## src/rtl/way_age_updater_pkg.sv

```systemverilog
// Shared encodings for the per-way age vector writer.
// Holds the access operation codes and the flush FSM state codes.
// Imported by the top level and the per-way counter cell.
package way_age_updater_pkg;

    // Access operation encodings carried on access_op_in.
    typedef enum logic [1:0] {
        AGE_OP_HIT        = 2'b00,
        AGE_OP_FILL       = 2'b01,
        AGE_OP_INVALIDATE = 2'b10,
        AGE_OP_NOP        = 2'b11
    } age_op_e;

    // Flush sweep FSM states.
    typedef enum logic {
        AGE_STATE_IDLE  = 1'b0,
        AGE_STATE_FLUSH = 1'b1
    } age_state_e;

endpackage

```

## src/rtl/way_age_updater_age_counter_cell.sv

```systemverilog
// One way's age counter: clears to zero or increments with saturation.
// Latency: 1 cycle from clear/inc to the registered age output.
// Backpressure: none; clear has priority over increment, invalid ways never age.
module age_counter_cell #(
    parameter int W = 4
) (
    input  logic         clk_in,
    input  logic         reset_in,
    input  logic         clear_in,
    input  logic         inc_in,
    input  logic         valid_in,
    output logic [W-1:0] age_out
);

    logic [W-1:0] age_q;
    logic [W-1:0] age_d;

    // Next age: clear wins, otherwise a saturating increment on valid ways only.
    always_comb begin
        age_d = age_q;
        if (clear_in) begin
            age_d = '0;
        end else if (inc_in && valid_in && (age_q != {W{1'b1}})) begin
            age_d = age_q + W'(1);
        end
    end

    // Age register with synchronous active-low reset.
    always_ff @(posedge clk_in) begin
        if (!reset_in) begin
            age_q <= '0;
        end else begin
            age_q <= age_d;
        end
    end

    assign age_out = age_q;

endmodule

```

## src/rtl/way_age_updater.sv

```systemverilog
// Per-way age/valid writer for the replacement path, with a one-way-per-cycle flush sweep.
// Latency: accepted ops are visible on the outputs 1 cycle later; a flush takes NUM_WAY cycles.
// Backpressure: access_ready_out drops while flushing or when flush_in is raised.
module way_age_updater
    import way_age_updater_pkg::*;
#(
    parameter int SINGLE_WAY_WIDTH_IN_BITS = 4,
    parameter int NUM_WAY                  = 16,
    parameter int WAY_INDEX_WIDTH          = $clog2(NUM_WAY)
) (
    input  logic                                    clk_in,
    input  logic                                    reset_in,
    input  logic                                    access_valid_in,
    input  logic [1:0]                              access_op_in,
    input  logic [WAY_INDEX_WIDTH-1:0]              access_way_in,
    output logic                                    access_ready_out,
    input  logic                                    flush_in,
    output logic                                    busy_out,
    output logic [SINGLE_WAY_WIDTH_IN_BITS*NUM_WAY-1:0] way_age_flatted_out,
    output logic [NUM_WAY-1:0]                      way_valid_out
);

    localparam int W = SINGLE_WAY_WIDTH_IN_BITS;

    age_state_e                 state_q;
    age_state_e                 state_d;
    logic [WAY_INDEX_WIDTH-1:0] ptr_q;
    logic [WAY_INDEX_WIDTH-1:0] ptr_d;
    logic [NUM_WAY-1:0]         valid_q;
    logic [NUM_WAY-1:0]         valid_d;

    logic                       accept;
    logic                       way_in_range;
    age_op_e                    op;
    logic                       hit_en;
    logic                       fill_en;
    logic                       inv_en;
    logic [NUM_WAY-1:0]         clear_vec;
    logic [NUM_WAY-1:0]         inc_vec;

    // Handshake is purely a function of FSM state and the flush request.
    assign access_ready_out = (state_q == AGE_STATE_IDLE) && !flush_in;
    assign busy_out         = (state_q == AGE_STATE_FLUSH);
    assign accept           = access_valid_in && access_ready_out;

    // Out-of-range ways and the reserved op complete the handshake but change nothing.
    assign way_in_range = ({1'b0, access_way_in} < (WAY_INDEX_WIDTH+1)'(NUM_WAY));
    assign op           = age_op_e'(access_op_in);
    assign hit_en       = accept && way_in_range && (op == AGE_OP_HIT);
    assign fill_en      = accept && way_in_range && (op == AGE_OP_FILL);
    assign inv_en       = accept && way_in_range && (op == AGE_OP_INVALIDATE);

    // Flush FSM next state and sweep pointer; flush_in during a sweep is ignored.
    always_comb begin
        state_d = state_q;
        ptr_d   = ptr_q;
        case (state_q)
            AGE_STATE_IDLE: begin
                if (flush_in) begin
                    state_d = AGE_STATE_FLUSH;
                    ptr_d   = '0;
                end
            end
            AGE_STATE_FLUSH: begin
                ptr_d = ptr_q + WAY_INDEX_WIDTH'(1);
                if (ptr_q == WAY_INDEX_WIDTH'(NUM_WAY - 1)) begin
                    state_d = AGE_STATE_IDLE;
                    ptr_d   = '0;
                end
            end
            default: begin
                state_d = AGE_STATE_IDLE;
                ptr_d   = '0;
            end
        endcase
    end

    // FSM state and sweep pointer registers.
    always_ff @(posedge clk_in) begin
        if (!reset_in) begin
            state_q <= AGE_STATE_IDLE;
            ptr_q   <= '0;
        end else begin
            state_q <= state_d;
            ptr_q   <= ptr_d;
        end
    end

    // Way decode: the target way (or swept way) clears, every other way ages on hit/fill.
    always_comb begin
        clear_vec = '0;
        inc_vec   = '0;
        valid_d   = valid_q;
        for (int i = 0; i < NUM_WAY; i++) begin
            if ((state_q == AGE_STATE_FLUSH) && (ptr_q == WAY_INDEX_WIDTH'(i))) begin
                clear_vec[i] = 1'b1;
                valid_d[i]   = 1'b0;
            end
            if (hit_en || fill_en || inv_en) begin
                if (access_way_in == WAY_INDEX_WIDTH'(i)) begin
                    clear_vec[i] = 1'b1;
                    if (fill_en) begin
                        valid_d[i] = 1'b1;
                    end
                    if (inv_en) begin
                        valid_d[i] = 1'b0;
                    end
                end else if (hit_en || fill_en) begin
                    inc_vec[i] = 1'b1;
                end
            end
        end
    end

    // Valid mask register.
    always_ff @(posedge clk_in) begin
        if (!reset_in) begin
            valid_q <= '0;
        end else begin
            valid_q <= valid_d;
        end
    end

    // One saturating counter per way; aging uses the valid bit before this cycle's update.
    for (genvar g = 0; g < NUM_WAY; g++) begin : g_way
        age_counter_cell #(
            .W(W)
        ) u_cell (
            .clk_in   (clk_in),
            .reset_in (reset_in),
            .clear_in (clear_vec[g]),
            .inc_in   (inc_vec[g]),
            .valid_in (valid_q[g]),
            .age_out  (way_age_flatted_out[g*W +: W])
        );
    end

    assign way_valid_out = valid_q;

endmodule

```

## config.mk

```make
export PLATFORM = sky130hd
export DESIGN_NAME = way_age_updater
export DESIGN_NICKNAME = d
export VERILOG_FILES = /design/src/rtl/way_age_updater_pkg.sv /design/src/rtl/way_age_updater_age_counter_cell.sv /design/src/rtl/way_age_updater.sv
export SDC_FILE = /design/constraint.sdc
export NUM_CORES = 1
export LEC_CHECK = 0
export BUFFER_PORTS_ARGS = -buffer_cell sky130_fd_sc_hd__buf_2
export CAP_MARGIN = 10
export CORE_ASPECT_RATIO = 1.5
export CORE_MARGIN = 1
export CORE_UTILIZATION = 40
export CTS_CLUSTER_DIAMETER = 50
export DETAILED_ROUTE_END_ITERATION = 8
export SLEW_MARGIN = 20
export SYNTH_ARGS = -nofsm -noshare
export SYNTH_HDL_FRONTEND = slang
export SYNTH_SLANG_ARGS = --single-unit
```

## constraint.sdc

```tcl
create_clock -name clk_in -period 1.7 [get_ports clk_in]
set_input_delay 0 -clock clk_in [delete_from_list [all_inputs] [get_ports clk_in]]
set_output_delay 0 -clock clk_in [all_outputs]
set_load 0.05 [all_outputs]
```

==> run summary, run 1 <==
Worst-margin pin slew: 698 ps
WHS: 115 ps
Top FF cell, synth: dfxtp_1
Synth Register Bits: 85
First-pass GRT wire length: 19,200 µm
Clock transition at the registers of the reported paths: 60 ps
Total global-route track usage: 0.196
Seq/Total Area, Yosys: 0.369
WL met2: 6170 µm
Vias per inst: 5.49
Grt total ovfl: 0
Worst EP arrival: 1950 ps
Synth unique cells: 50
TritonCTS clock tree: yes
Root Driver: clkbuf_16
Htree depth: 3
Layout Utilization: 0.517
Total number of vias: 4,147
Initial core utilization: 0.415
Drt pass-1 iters: 4
Total Power: 4.40 mW
Post-CTS Setup Inserts: 0
Final HPWL DP: 8720 µm
CP peak stage delay: 500 ps
Power Density: 766 mW/mm²
Share of cells above drive strength 1: 0.301
Period utilization: 0.981
Core area: 0.0111 mm²
Vert. Die Dim: 134 µm
Critical Path Most Common Cell: buf_6
Final Hold Fails: 0
Hold Path Class: in2reg
CTS Buffer Depth: 2
Cell Count Post-Placement: 740
Mapped Area: 0.00462 mm²
Layout Cells excl Fill: 755
Highest routed layer: met4
Die X: 89.7 µm
Diodes inserted: 0
Antenna Violating Nets Remaining: 0
LEAKAGE: 2.43 nW
Fill cells: 1,052
CTS buffer count: 9
Final Skew: 8.25 ps
Nets: 634
EDFF count, synth: 0
Initial antenna violation count: 0
Mapped Cells: 503
Final setup fails: 0
Clock Latency Late Sink: 350 ps
Minimum clock period: 1670 ps
Run status: finished, final reports clean
Port bufs: 91
Drt drc: 0
Met1 wire length: 4770 µm
Vias in the first global route: 3,965
Met3 wire length: 431 µm
Most frequent cells in the layout: 91 x buf_2, 77 x dfxtp_1, 49 x nor2_1
Slew Limit Headroom: 0.528
Startpoint Class: flop
Final WL: 11,700 µm
Commonest non-fill, non-tap cell in the layout: buf_2
Area Growth Syn to Fin: 24.5%
Max-cap viol count: 0
Async SR Flop Fraction: 0
Routability congestion estimate: 0.800
CP Class: reg2reg
Io pins: 92
Syn Area/Cell: 9.18 µm²
Row count: 47
WL per Instance: 15.5 µm
Die ar.: 0.0120 mm²
CP Max Fanout: 8
Fmax: 600 MHz
WP data required: 1990 ps
Post-synth net total: 533
Max-slew violations: 0
Worst IR Drop VDD: 0.528 mV
Crit path cell chain: or4b_4 -> buf_6 -> buf_4 -> nor2_2 -> buf_6 -> nand2_1 -> a21oi_2
Pin count of the biggest net entering global routing: 26
RSZ-0062 raised after global routing: true
Critical path's slowest cell: or4b_4
CTS Sinks: 85
DR iter-0 viols: 190
Crit. End Element: flop
YS warnings: 0
## flip-flops by register name, indices dropped and copies added (netlist names)
signal and cells:
way_valid_out 16, busy_out 1, g_way.u_cell.age_out 64, ptr_q 4
## final timing paths
| path | cells after the start | to | slack (ps) | start |
|---|---|---|---|---|
| max | 7 | way_valid_out[8] | 30 | busy_out |
| min reg2reg | 2 | g_way[11].u_cell.age_out[3] | 500 | g_way[11].u_cell.age_out[3] |
| min | 2 | way_valid_out[2] | 110 | reset_in |
| max reg2reg | 7 | way_valid_out[8] | 30 | busy_out |
## synthesized netlist by cell type, types with 11 or more instances
cell type	number	area [µm²]
a21oi_1	31	155
buf_4	17	128
clkbuf_1	12	45.0
dfxtp_1	85	1700
ha_1	20	250
mux2i_1	16	160
nand2_1	25	93.8
nand3_1	26	130
nand4_1	11	68.8
nor2_1	50	188
o21ai_0	46	230
o221ai_1	15	131
or3_1	19	119
xor2_1	24	210
## critical path, delay by kind of cell (launching register included)
family	cells	cell delay (ps)
compound gates	1	140
buf+inv	3	440
flops	1	360
simple gates	3	660
## cell families after synthesis
family                     synth area share
and+or+nand+nor                       0.291
AOI/OAI and AO/OA                     0.138
DFF                                   0.369
buffers and inverters                0.0529
adders and majority gates            0.0542
xor gates and xnor gates             0.0607
muxes                                0.0347
## repair_timing
item | 4_1_cts | 5_1_grt
gates cloned | 0 | 0
pin swaps | 0 | 3
hold buffers | 0 | 0
endpoints found under the setup margin | 6 | 25
gates resized for setup | 3 | 15
## routing by layer
metal | GRT usage | vias to the layer above
li1 | - | 2051
met1 | 0.215 | 1989
met2 | 0.367 | 85
met3 | 0.0411 | 22
met4 | 0.0756 | 0
met5 | 0 | -
## report_power, final
part	switching, mW	internal, mW	total (mW)
Sequential	0.00770	2.00	2.00
Combinational	0.188	0.0883	0.277
Clock	0.802	1.32	2.12
## area by class of cell
cell class / instances / area, µm² / share of cell area
clock inverters: 4 / 71.3 / 0.0124
multi-input cells: 376 / 2760 / 0.481
well taps: 147 / 184 / 0.0320
clock buffers: 11 / 243 / 0.0423
flip-flops and latches: 85 / 1710 / 0.298
inverters: 5 / 18.8 / 0.00327
repair buffers: 127 / 749 / 0.130
## per-stage QoR
stage               setup WS [ps]  setup TNS [ps]  instance area, µm²
floorplan                    5.16               0                4650
global placement             6.73               0                5340
detailed placement          -6.93           -6.93                5340
CTS                         -13.0           -31.5                5670
global route                -23.7            -128                5740
finish                       32.7               0                5740
(Power assumes the default switching activity.)
==> inputs of run 2 (changes only) <==
--- a/config.mk
+++ b/config.mk
@@ -12,6 +12,7 @@
 export CORE_UTILIZATION = 40
 export CTS_CLUSTER_DIAMETER = 50
 export DETAILED_ROUTE_END_ITERATION = 8
+export RECOVER_POWER = 100
 export SLEW_MARGIN = 20
 export SYNTH_ARGS = -nofsm -noshare
 export SYNTH_HDL_FRONTEND = slang
==> run 2 against run 1 <==
Effect of this change:
- global-route usage unchanged
- clock power about the same
- sequential cell count unchanged
- critical path type unchanged
- largest cell class unchanged
- largest power group unchanged
- highest routed layer unchanged
==> run summary, run 2 (synthesis gave the netlist of run 1 again) <==
WHS: 121 ps
Die ar.: 0.0120 mm²
Initial antenna violation count: 0
Final setup fails: 0
Met3 usage: 0.0411
GR Layer Usage met2: 0.367
Crit. End Element: flop
Power Density: 778 mW/mm²
Clock transition at the registers of the reported paths: 60 ps
Total Power: 4.38 mW
Fill cells: 1,070
Final WL: 11,700 µm
Vias in the first global route: 3,965
Routability congestion estimate: 0.800
Max-cap viol count: 0
Critical Path Most Common Cell: buf_6
Sequential Area: 0.00171 mm²
RSZ-0062 raised after global routing: true
Nets: 634
Die X: 89.7 µm
Core area: 0.0111 mm²
Antenna Violating Nets Remaining: 0
Cell family with most CP delay: simple AND/OR/NAND/NOR gates
CTS buffer count: 9
DR iter-0 viols: 197
Multi-input gate area: 0.00276 mm²
Setup ws final: 31.5 ps
Htree depth: 3
Row count: 47
Period utilization: 0.981
Root Driver: clkbuf_16
Post-CTS Setup Inserts: 0
First-pass GRT wire length: 19,200 µm
Initial core utilization: 0.415
Critical path's slowest cell: or4b_4
CP peak stage delay: 500 ps
Pin count of the biggest net entering global routing: 26
Slew Limit Headroom: 0.528
Most frequent cells in the layout: 82 x clkbuf_1, 77 x dfxtp_1, 49 x nor2_1
Run status: finished, final reports clean
Hold Path Class: in2reg
Port bufs: 91
CP Class: reg2reg
Drt pass-1 iters: 4
Vert. Die Dim: 134 µm
WP data required: 1980 ps
Io pins: 92
Fmax: 599 MHz
Drt drc: 0
Commonest non-fill, non-tap cell in the layout: clkbuf_1
Worst IR Drop VDD: 0.517 mV
Vias per inst: 5.48
Grt total ovfl: 0
Worst EP arrival: 1950 ps
Final HPWL DP: 8720 µm
Area Growth Syn to Fin: 22.1%
Setup TNS: 0 ps
Crit path buffers/inverters: 3
Total global-route track usage: 0.196
Total number of vias: 4,138
Max-slew violations: 0
TritonCTS clock tree: yes
R2R setup slack: 30 ps
Diodes inserted: 0
GRT busiest layer: met2
LEAKAGE: 2.08 nW
Share of cells above drive strength 1: 0.166
Startpoint Class: flop
Post-place setup slack: -6.93 ps
CP Max Fanout: 8
Final Skew: 8.01 ps
Worst-margin pin slew: 698 ps
Max FFs per register: 64
Met1 Resource Use GR: 0.215
Minimum clock period: 1670 ps
Crit path cell chain: or4b_4 -> buf_6 -> buf_4 -> nor2_2 -> buf_6 -> nand2_1 -> a21oi_2
Cts hold-fix bufs: 0
WL per Instance: 15.4 µm
Layout Cells excl Fill: 755
Clock Latency Late Sink: 340 ps
Final Hold Fails: 0
CTS Buffer Depth: 2
Cell Count Post-Placement: 740
CTS Sinks: 85
-- run 2: per-layer routing --
metal  part of all wire  routed length, µm  vias up
li1                   -                  -     2050
met1               0.41               4800     1989
met3              0.034                393       22
met5                  0                  0        -
met4              0.024                284        0
met2               0.53               6180       77
-- run 2: through the flow --
| step | instance area [µm²] | utilization |
|---|---|---|
| final | 5640 | 0.507 |
| after global routing | 5640 | 0.507 |
| after CTS | 5670 | 0.510 |
| after detailed placement | 5340 | 0.480 |
| after global placement | 5340 | 0.480 |
| after floorplan | 4650 | - |
-- run 2: power breakdown --
part           total, mW  switching [mW]  internal [mW]
combinational      0.274           0.187         0.0867
sequential          2.00         0.00778           2.00
clock               2.11           0.788           1.32
total               4.38           0.984           3.40
-- run 2: final cells by class --
class                      count  area share
timing repair buffer         127       0.115
clock buffer                  11      0.0431
multi-input combinational    376       0.489
tap                          147      0.0326
inverter                       5     0.00333
sequential                    85       0.304
clock inverter                 4      0.0126
-- run 2: path summary, 6_finish.rpt --
kind,start,endpoint,cells past startpoint
setup / recovery,busy_out,way_valid_out[8],7
hold / removal,reset_in,way_valid_out[2],2
setup reg to reg,busy_out,way_valid_out[8],7
hold reg to reg,g_way[11].u_cell.age_out[3],g_way[11].u_cell.age_out[3],2
-- run 2: what timing repair did --
action,in CTS,in global routing
setup endpoints to repair,6,25
gates resized for setup,3,15
pin swaps,0,3
hold endpoints to repair,0,0
-- run 2: worst register-to-register path, stage by stage (launching register included) --
cell and delay [ps]:
dfxtp_4 360, or4b_4 500, buf_6 160, buf_4 140, nor2_2 90, buf_6 150, nand2_1 80, a21oi_2 140
